[config.mk]
export PLATFORM = sky130hd
export DESIGN_NAME = cpu_phase_sequencer
export DESIGN_NICKNAME = d
export VERILOG_FILES = /design/src/rtl/cpu_phase_sequencer_pkg.sv /design/src/rtl/cpu_phase_sequencer_phase_counter.sv /design/src/rtl/cpu_phase_sequencer.sv
export SDC_FILE = /design/constraint.sdc
export NUM_CORES = 1
export LEC_CHECK = 0
export CAP_MARGIN = 20
export CELL_PAD_IN_SITES_DETAIL_PLACEMENT = 1
export CELL_PAD_IN_SITES_GLOBAL_PLACEMENT = 1
export CORE_MARGIN = 4
export CORE_UTILIZATION = 42
export CTS_CLUSTER_SIZE = 12
export DETAILED_ROUTE_END_ITERATION = 8
export PLACE_DENSITY = 0.93
export RECOVER_POWER = 50
export SLEW_MARGIN = 30
export SYNTH_ARGS = -nofsm -noshare
export SYNTH_HDL_FRONTEND = slang
export SYNTH_SLANG_ARGS = --single-unit
[constraint.sdc]
create_clock -name clk -period 3.2 [get_ports clk]
set_clock_uncertainty 0.15 [all_clocks]
set_input_delay 0.8 -clock clk [delete_from_list [all_inputs] [get_ports clk]]
set_output_delay 0.8 -clock clk [all_outputs]
set_load 0.005 [all_outputs]
[src/rtl/cpu_phase_sequencer_pkg.sv]
// Shared types and default constants for the CPU phase sequencer and its bench.
package cpu_phase_sequencer_pkg;

    localparam int unsigned DEF_RATIO    = 4;
    localparam int unsigned DEF_NUM_CH   = 2;
    localparam int unsigned DEF_MAX_WAIT = 7;
    localparam int unsigned DEF_PHASE_W  = $clog2(DEF_RATIO);

    typedef enum logic [1:0] {
        ST_IDLE = 2'd0,
        ST_RUN  = 2'd1,
        ST_STEP = 2'd2,
        ST_WAIT = 2'd3
    } seq_state_t;

    typedef logic [DEF_PHASE_W-1:0] phase_path_t;

    // Bit i set when phase i lies in [lo, hi]; phases beyond 31 are not representable.
    function automatic logic [31:0] phase_window(input int unsigned lo, input int unsigned hi);
        logic [31:0] m;
        m = '0;
        for (int unsigned i = 0; i < 32; i++) begin
            m[i] = (i >= lo) && (i <= hi);
        end
        return m;
    endfunction

endpackage

[src/rtl/cpu_phase_sequencer_phase_counter.sv]
// Modulo-RATIO phase counter with clear and advance; holds when advance is low.
module cpu_phase_sequencer_phase_counter #(
    parameter int unsigned RATIO = 4
) (
    input  logic                     clk,
    input  logic                     rst,
    input  logic                     clear,
    input  logic                     advance,
    output logic [$clog2(RATIO)-1:0] phase
);

    localparam int unsigned PHASE_W = $clog2(RATIO);
    localparam logic [PHASE_W-1:0] PH_LAST = PHASE_W'(RATIO - 1);

    always_ff @(posedge clk) begin
        if (rst || clear) begin
            phase <= '0;
        end else if (advance) begin
            phase <= (phase == PH_LAST) ? '0 : phase + PHASE_W'(1);
        end
    end

endmodule

[src/rtl/cpu_phase_sequencer.sv]
// Derives CPU clock, commit tick and gated write strobes from the fast base clock,
// with wait-state stretching, run/single-step control and cycle statistics.
module cpu_phase_sequencer
    import cpu_phase_sequencer_pkg::*;
#(
    parameter int unsigned RATIO    = DEF_RATIO,
    parameter int unsigned NUM_CH   = DEF_NUM_CH,
    parameter int unsigned WE_START = RATIO / 2,
    parameter int unsigned WE_END   = RATIO - 1,
    parameter int unsigned MAX_WAIT = DEF_MAX_WAIT
) (
    input  logic                     clk,
    input  logic                     rst,
    input  logic                     run,
    input  logic                     stepReq,
    input  logic                     waitReq,
    input  logic [NUM_CH-1:0]        weReq,
    output logic                     cpuClk,
    output logic                     cpuTick,
    output logic [$clog2(RATIO)-1:0] phase,
    output logic [NUM_CH-1:0]        weOut,
    output logic                     busy,
    output logic                     waitTimeout,
    output logic [31:0]              cycleCount,
    output logic [15:0]              stallCount
);

    localparam int unsigned PHASE_W = $clog2(RATIO);
    localparam int unsigned WAIT_W  = $clog2(MAX_WAIT + 1);
    localparam logic [PHASE_W-1:0] PH_LAST   = PHASE_W'(RATIO - 1);
    localparam logic [WAIT_W-1:0]  WAIT_LAST = WAIT_W'(MAX_WAIT - 1);
    localparam logic [31:0] CLK_MASK = phase_window(0, RATIO / 2 - 1);
    localparam logic [31:0] WE_MASK  = phase_window(WE_START, WE_END);

    seq_state_t         state, next_state;
    logic [WAIT_W-1:0]  wait_cnt;
    logic               commit, enter_wait, timeout, advance, in_cycle;

    cpu_phase_sequencer_phase_counter #(
        .RATIO (RATIO)
    ) u_phase (
        .clk     (clk),
        .rst     (rst),
        .clear   (state == ST_IDLE),
        .advance (advance),
        .phase   (phase)
    );

    always_ff @(posedge clk) begin
        if (rst) begin
            state <= ST_IDLE;
        end else begin
            state <= next_state;
        end
    end

    // Next state, commit decode and Moore outputs; reset masks every strobe.
    always_comb begin
        next_state = state;
        commit     = 1'b0;
        enter_wait = 1'b0;
        timeout    = 1'b0;
        advance    = 1'b0;
        in_cycle   = (state == ST_RUN) || (state == ST_STEP);

        case (state)
            ST_IDLE: begin
                if (run) begin
                    next_state = ST_RUN;
                end else if (stepReq) begin
                    next_state = ST_STEP;
                end
            end
            ST_RUN, ST_STEP: begin
                advance = 1'b1;
                if (phase == PH_LAST) begin
                    if (waitReq) begin
                        enter_wait = 1'b1;
                        advance    = 1'b0;
                        next_state = ST_WAIT;
                    end else begin
                        commit     = 1'b1;
                        next_state = (state == ST_RUN && run) ? ST_RUN : ST_IDLE;
                    end
                end
            end
            ST_WAIT: begin
                if (!waitReq || wait_cnt == WAIT_LAST) begin
                    commit     = 1'b1;
                    advance    = 1'b1;
                    timeout    = waitReq;
                    next_state = run ? ST_RUN : ST_IDLE;
                end
            end
            default: next_state = ST_IDLE;
        endcase

        cpuClk  = !rst && in_cycle && CLK_MASK[phase];
        cpuTick = !rst && commit;
        busy    = !rst && (state != ST_IDLE);
        weOut   = weReq & {NUM_CH{!rst && in_cycle && WE_MASK[phase]}};
    end

    // Wait-state counter and statistics.
    always_ff @(posedge clk) begin
        if (rst) begin
            wait_cnt    <= '0;
            cycleCount  <= '0;
            stallCount  <= '0;
            waitTimeout <= 1'b0;
        end else begin
            if (enter_wait) begin
                wait_cnt <= '0;
            end else if (state == ST_WAIT) begin
                wait_cnt <= wait_cnt + WAIT_W'(1);
                if (stallCount != 16'hFFFF) begin
                    stallCount <= stallCount + 16'd1;
                end
            end
            if (commit) begin
                cycleCount <= cycleCount + 32'd1;
            end
            if (timeout) begin
                waitTimeout <= 1'b1;
            end
        end
    end

endmodule

# Word level (Yosys, flattened, before mapping)

Index checks and enable logic that the tools add are counted.

Register bits: 56
Bits of input ports: 7
Word-level logic and storage cells: 63

Add/subtract/negate cells: 4
$lt $le $gt $ge: 1
Eq/ne operators: 9
Multiplexer cells: 24
Bitwise gates (word level): 2
Reductions and logical operators: 17

Operator list:

| cell                                                                  | number |
|---|---|
| 32-bit by 1-bit adder with 32-bit output, second input constant       | 1 |
| 16-bit by 1-bit adder with 16-bit output, second input constant       | 1 |
| 16-bit inequality test, second input constant                         | 1 |
| 1-bit two-way mux                                                     | 13 |
| 2-bit two-way mux                                                     | 6 |
| 2-bit equality test, second input constant                            | 3 |
| 1-bit logical AND                                                     | 6 |
| 2-bit by 6-bit < comparator with 1-bit output, second input constant  | 1 |
| 2-bit one-hot mux with 3 select lines                                 | 1 |
| 3-bit AND reduction                                                   | 2 |
| 1-bit binary-select mux with 2-bit select                             | 2 |
| 2-bit inequality test, second input constant                          | 2 |
| 1-bit one-hot mux with 2 select lines                                 | 2 |
| 2-bit OR reduction                                                    | 2 |
| 3-bit by 1-bit adder with 3-bit output, second input constant         | 1 |
| 3-bit equality test, second input constant                            | 1 |
| 1-bit logical OR                                                      | 3 |
| 3-bit inequality test, second input constant                          | 1 |
| 2-bit by 1-bit adder with 2-bit output, second input constant         | 1 |
| 2-bit bitwise AND                                                     | 1 |
| 2-bit by 1-bit equality test with 1-bit output, second input constant | 1 |
| 1-bit logical NOT                                                     | 2 |
| 2-bit logical NOT                                                     | 1 |
| 2-bit nonzero test                                                    | 1 |
| 1-bit NOT                                                             | 1 |

# Depth between registers and ports, before layout

Depth in word-level cells: 6
Depth in mapped cells: 9
Mapped depth without buffers: 6

# Modules after synthesis

From an unflattened synthesis, not the netlist that was laid out.

Cell total of the unflattened synthesis: 360
Area, all modules: 3120.5 µm²

By module, submodules not included:

| module                            | times used | cells each | area an instance (µm²) | seq. area each (µm²) |
|---|---|---|---|---|
| cpu_phase_sequencer               | 1          | 352        | 3025.4                 | 1081.0 |
| cpu_phase_sequencer_phase_counter | 1          | 8          | 95.1                   | 40.0 |

# Least setup slack after synthesis

Ideal clock, no wire load.

Kind: input -> output
Start point: input waitReq
End point: output cpuTick
Data arrival time: 1.517 ns
Required time: 2.250 ns
Setup slack: 0.733 ns
Stages: 5
Buffers on the path: 2
Cell sequence: a21bo_1 -> a2bb2oi_2 -> buf_4 -> buf_2 -> nor3_1

Longest elaborated chain between the ends: 5
Elaborated cells on any way between the ends: 7
Those cells by class: 4 x mux; 3 x reduce/logical

RTL lines:

| element                                   | RTL line                  | text |
|---|---|---|
| start, declared                           | cpu_phase_sequencer.sv:16 | `input logic waitReq,` |
| 1-bit logical NOT                         | cpu_phase_sequencer.sv:88 | `if (!waitReq \|\| wait_cnt == WAIT_LAST) begin` |
| 1-bit logical OR                          | cpu_phase_sequencer.sv:88 |  |
| 1-bit two-way mux                         | cpu_phase_sequencer.sv:88 |  |
| 1-bit one-hot mux with 2 select lines (*) | cpu_phase_sequencer.sv:66 | `case (state)` |
| 1-bit logical AND (*)                     | cpu_phase_sequencer.sv:99 | `cpuTick = !rst && commit;` |
| end, declared                             | cpu_phase_sequencer.sv:19 | `output logic cpuTick,` |

Mark *: on every way between the ends. The rest lies on a longest branch, timed or not.

# Final worst setup path

Ends and elaborated chain as after synthesis.

==> reports/qor.yml <==
ant_nets: 0
vias_per_cell: 5.91
grt_pass1_vias: 3067
critPathArrivalTime_ns: 2.19
seq_area_frac_synth: 0.349
layout_min_cycle_time_ns: 3.14
hold_violations: 0
p_leak_nw: 1.50
setup-violations-final: 0
worstPathCellList: "dlygate4sd2_1 > buf_4 > a2bb2oi_4 > nor3_2 > buf_4 > clkdlybuf4s50_1"
cpMostUsedCell: "buf_4"
post_drt_wl_per_cell_um: 17.7
gr-total-overflow: 0
syn_nets: 379
maxSlewViolCount: 0
ios: 63
ir_drop_mv: 0.330
antennaDiodeCount: 0
multi_input_area_um2: 1970
syn_area_um2: 3210
r2r_start: "wait_cnt[0]"
grt_max_degree: 56
cts_max_level: 2
cts_hold_buffers: 0
area_growth_pct: 25.9
synth_seq_cells: 56
vias: 3093
cpMaxStageDelayCell: "clkdlybuf4s50_1"
portBuffers: 62
gp_congestion: 0.804
fin_util: 0.552
cp-end-kind: "output pin"
antenna_found_initial: 0
clkTransAtPathRegs_ns: 0.11
drc: 0
synthXorXnorAreaFrac: 0.00545
synthAdderAreaFrac: 0.0311
totalWireLength_mm: 9.28
fillCellCount: 856
grt_pass1_wl_mm: 15.3
syn_inst: 364
cts-buffers-inserted: 5
crit_fanout: 3
rsz0062_at_grt: "false"
synth_ff_type: "dfxtp_1"
drv_cap: 0
clkLatencyLatePin_ns: 0.31
synth.distinct_cells: 56
async_reset_ff_frac: 0
cts_tree: "done"
power_mw: 1.57
layout-drive-gt1-share: 0.106
hp-start: "cycleCount[13]"
status: "complete, no violations"
dr.pass1.iters: 4
start_util: 0.438
synth_compound_area_frac: 0.150
dp_hpwl_mm: 6.71
clock_sinks: 56
hold_depth: 2
drt_iter0_drc: 163
cts_root_buffer: "clkbuf_8"
fp-row-count: 31
yosys_warnings: 0
cp-startpoint: "waitReq"
seqCellArea_um2: 1120
postSynthAreaPerCell_um2: 8.83
cp.required_ns: 2.25
num-nets-final: 438
period_share: 0.981
powerDensity_nw_per_um2: 387
timing.slew.headroom: 0.302
clock_path_buffers: 2
die_w_um: 95.5
die_h_um: 95.5
max_freq_mhz: 318
tightest_slew_ns: 1.05
muxShareOfSynthArea: 0.0763
rr_worst_depth: 7
rr_endpoint: "cycleCount[25]"
synth_top_family_by_area: "simple AND/OR/NAND/NOR gates"
track_usage: 0.208
hp-class: "register to register"
cp_slowest_stage_delay_ns: 0.49
core_area_um2: 7330
worst-r2r-setup-slack_ns: 0.43
timing.hold.ws_ns: 0.362
min_to: "cycleCount[13]"
path_class: "input port to output pin"
die_area_um2: 9120
synth-edff-count: 0
synthSimpleGateAreaFrac: 0.339
startpoint_type: "input port"
==> critical path, delay by kind of cell <==
kind                   cells  cell delay [ns]
buffers and inverters      4             1.06
AND/OR/NAND/NOR            1             0.17
AO/OA/AOI/OAI              1             0.17
==> final cells by class <==
type                            instances  share of cell area
Clock buffer                            5              0.0170
Clock inverter                          3              0.0105
Inverter                               13              0.0121
Multi-Input combinational cell        276               0.487
Sequential cell                        56               0.277
Tap cell                               99              0.0306
Timing Repair Buffer                   71               0.166
==> routing by layer <==
metal,up-vias,routed length (um),track usage,part of all wire
met2,56,4750,0.360,0.51
met5,-,0,0,0
met3,21,238,0.0347,0.026
li1,1477,-,-,-
met4,0,199,0.0652,0.021
met1,1539,4100,0.264,0.44
==> logic make-up after synthesis <==
| kind of cell | after synthesis |
|---|---|
| buffers and inverters | 32 |
| XOR/XNOR | 2 |
| AND/OR/NAND/NOR | 169 |
| adder cells (fa/ha/maj) | 8 |
| AO/OA/AOI/OAI | 75 |
| flip-flops | 56 |
| multiplexers | 22 |
==> worst max path at each step <==
| stage | to | depth (start not counted) |
|---|---|---|
| floorplan | cpuTick | 5 |
| global placement | cpuTick | 6 |
| detailed placement | cpuTick | 6 |
| CTS | cpuTick | 7 |
| global route | cpuTick | 7 |
| finish | cpuTick | 6 |
==> where the power goes <==
part	total, mW	internal, mW	switching, mW
Clock	0.481	0.232	0.249
Sequential	0.739	0.718	0.0206
Combinational	0.347	0.152	0.195
==> sequential cells by signal, indices dropped and copies added (netlist names) <==
register / flops
waitTimeout: 1
cycleCount: 32
stallCount: 16
u_phase.phase: 2
state: 2
wait_cnt: 3
==> through the flow <==
stage                     worst slack, ns  TNS (ns)  cells  instance area (um^2)
after floorplan                     0.733         0    364                  3210
final                              0.0596         0    523                  4050
after CTS                          0.0145         0    523                  4050
after global placement            -0.0756   -0.0756    515                  3920
after global routing              0.00187         0    523                  4050
after detailed placement          -0.0890   -0.0890    515                  3920
==> timing repair <==
action,in CTS,in global routing
setup buffers,0,0
pin swaps,2,0
setup endpoints to repair,1,1
resized for setup,5,1
==> synth_stat cells, drive strengths merged, types with 8 or more instances <==
library cell  number  share of area
inv               13          0.015
nand2             22          0.026
buf                9          0.023
nand3             15          0.028
and3               8          0.017
mux2              20          0.070
o31ai             16          0.037
ha                 8          0.031
nor2b             21          0.041
or3                8          0.016
dfxtp             56           0.35
nor4              11          0.040
a21oi             29          0.045
o21ai             11          0.017
nand4             14          0.040
or4               17          0.040
clkbuf            10          0.012
nor2              29          0.034
==> placed cells by master (no fill, tap or decap), types with 8 or more instances in the layout <==
cell             netlist  layout
a21oi_1               29      29
mux2_1                17      17
nor2_1                29      29
or3_1                  8       8
clkdlybuf4s50_1        0      27
dfxtp_1               56      55
nand3_1               12      12
dlygate4sd3_1          0      33
nand4_1               10      10
or4_1                 17      17
o21ai_0               11      11
nor2b_1               21      21
o31ai_1               16      16
nand2_1               22      22
inv_1                 13      13
Power figures use the tool's default switching activity.
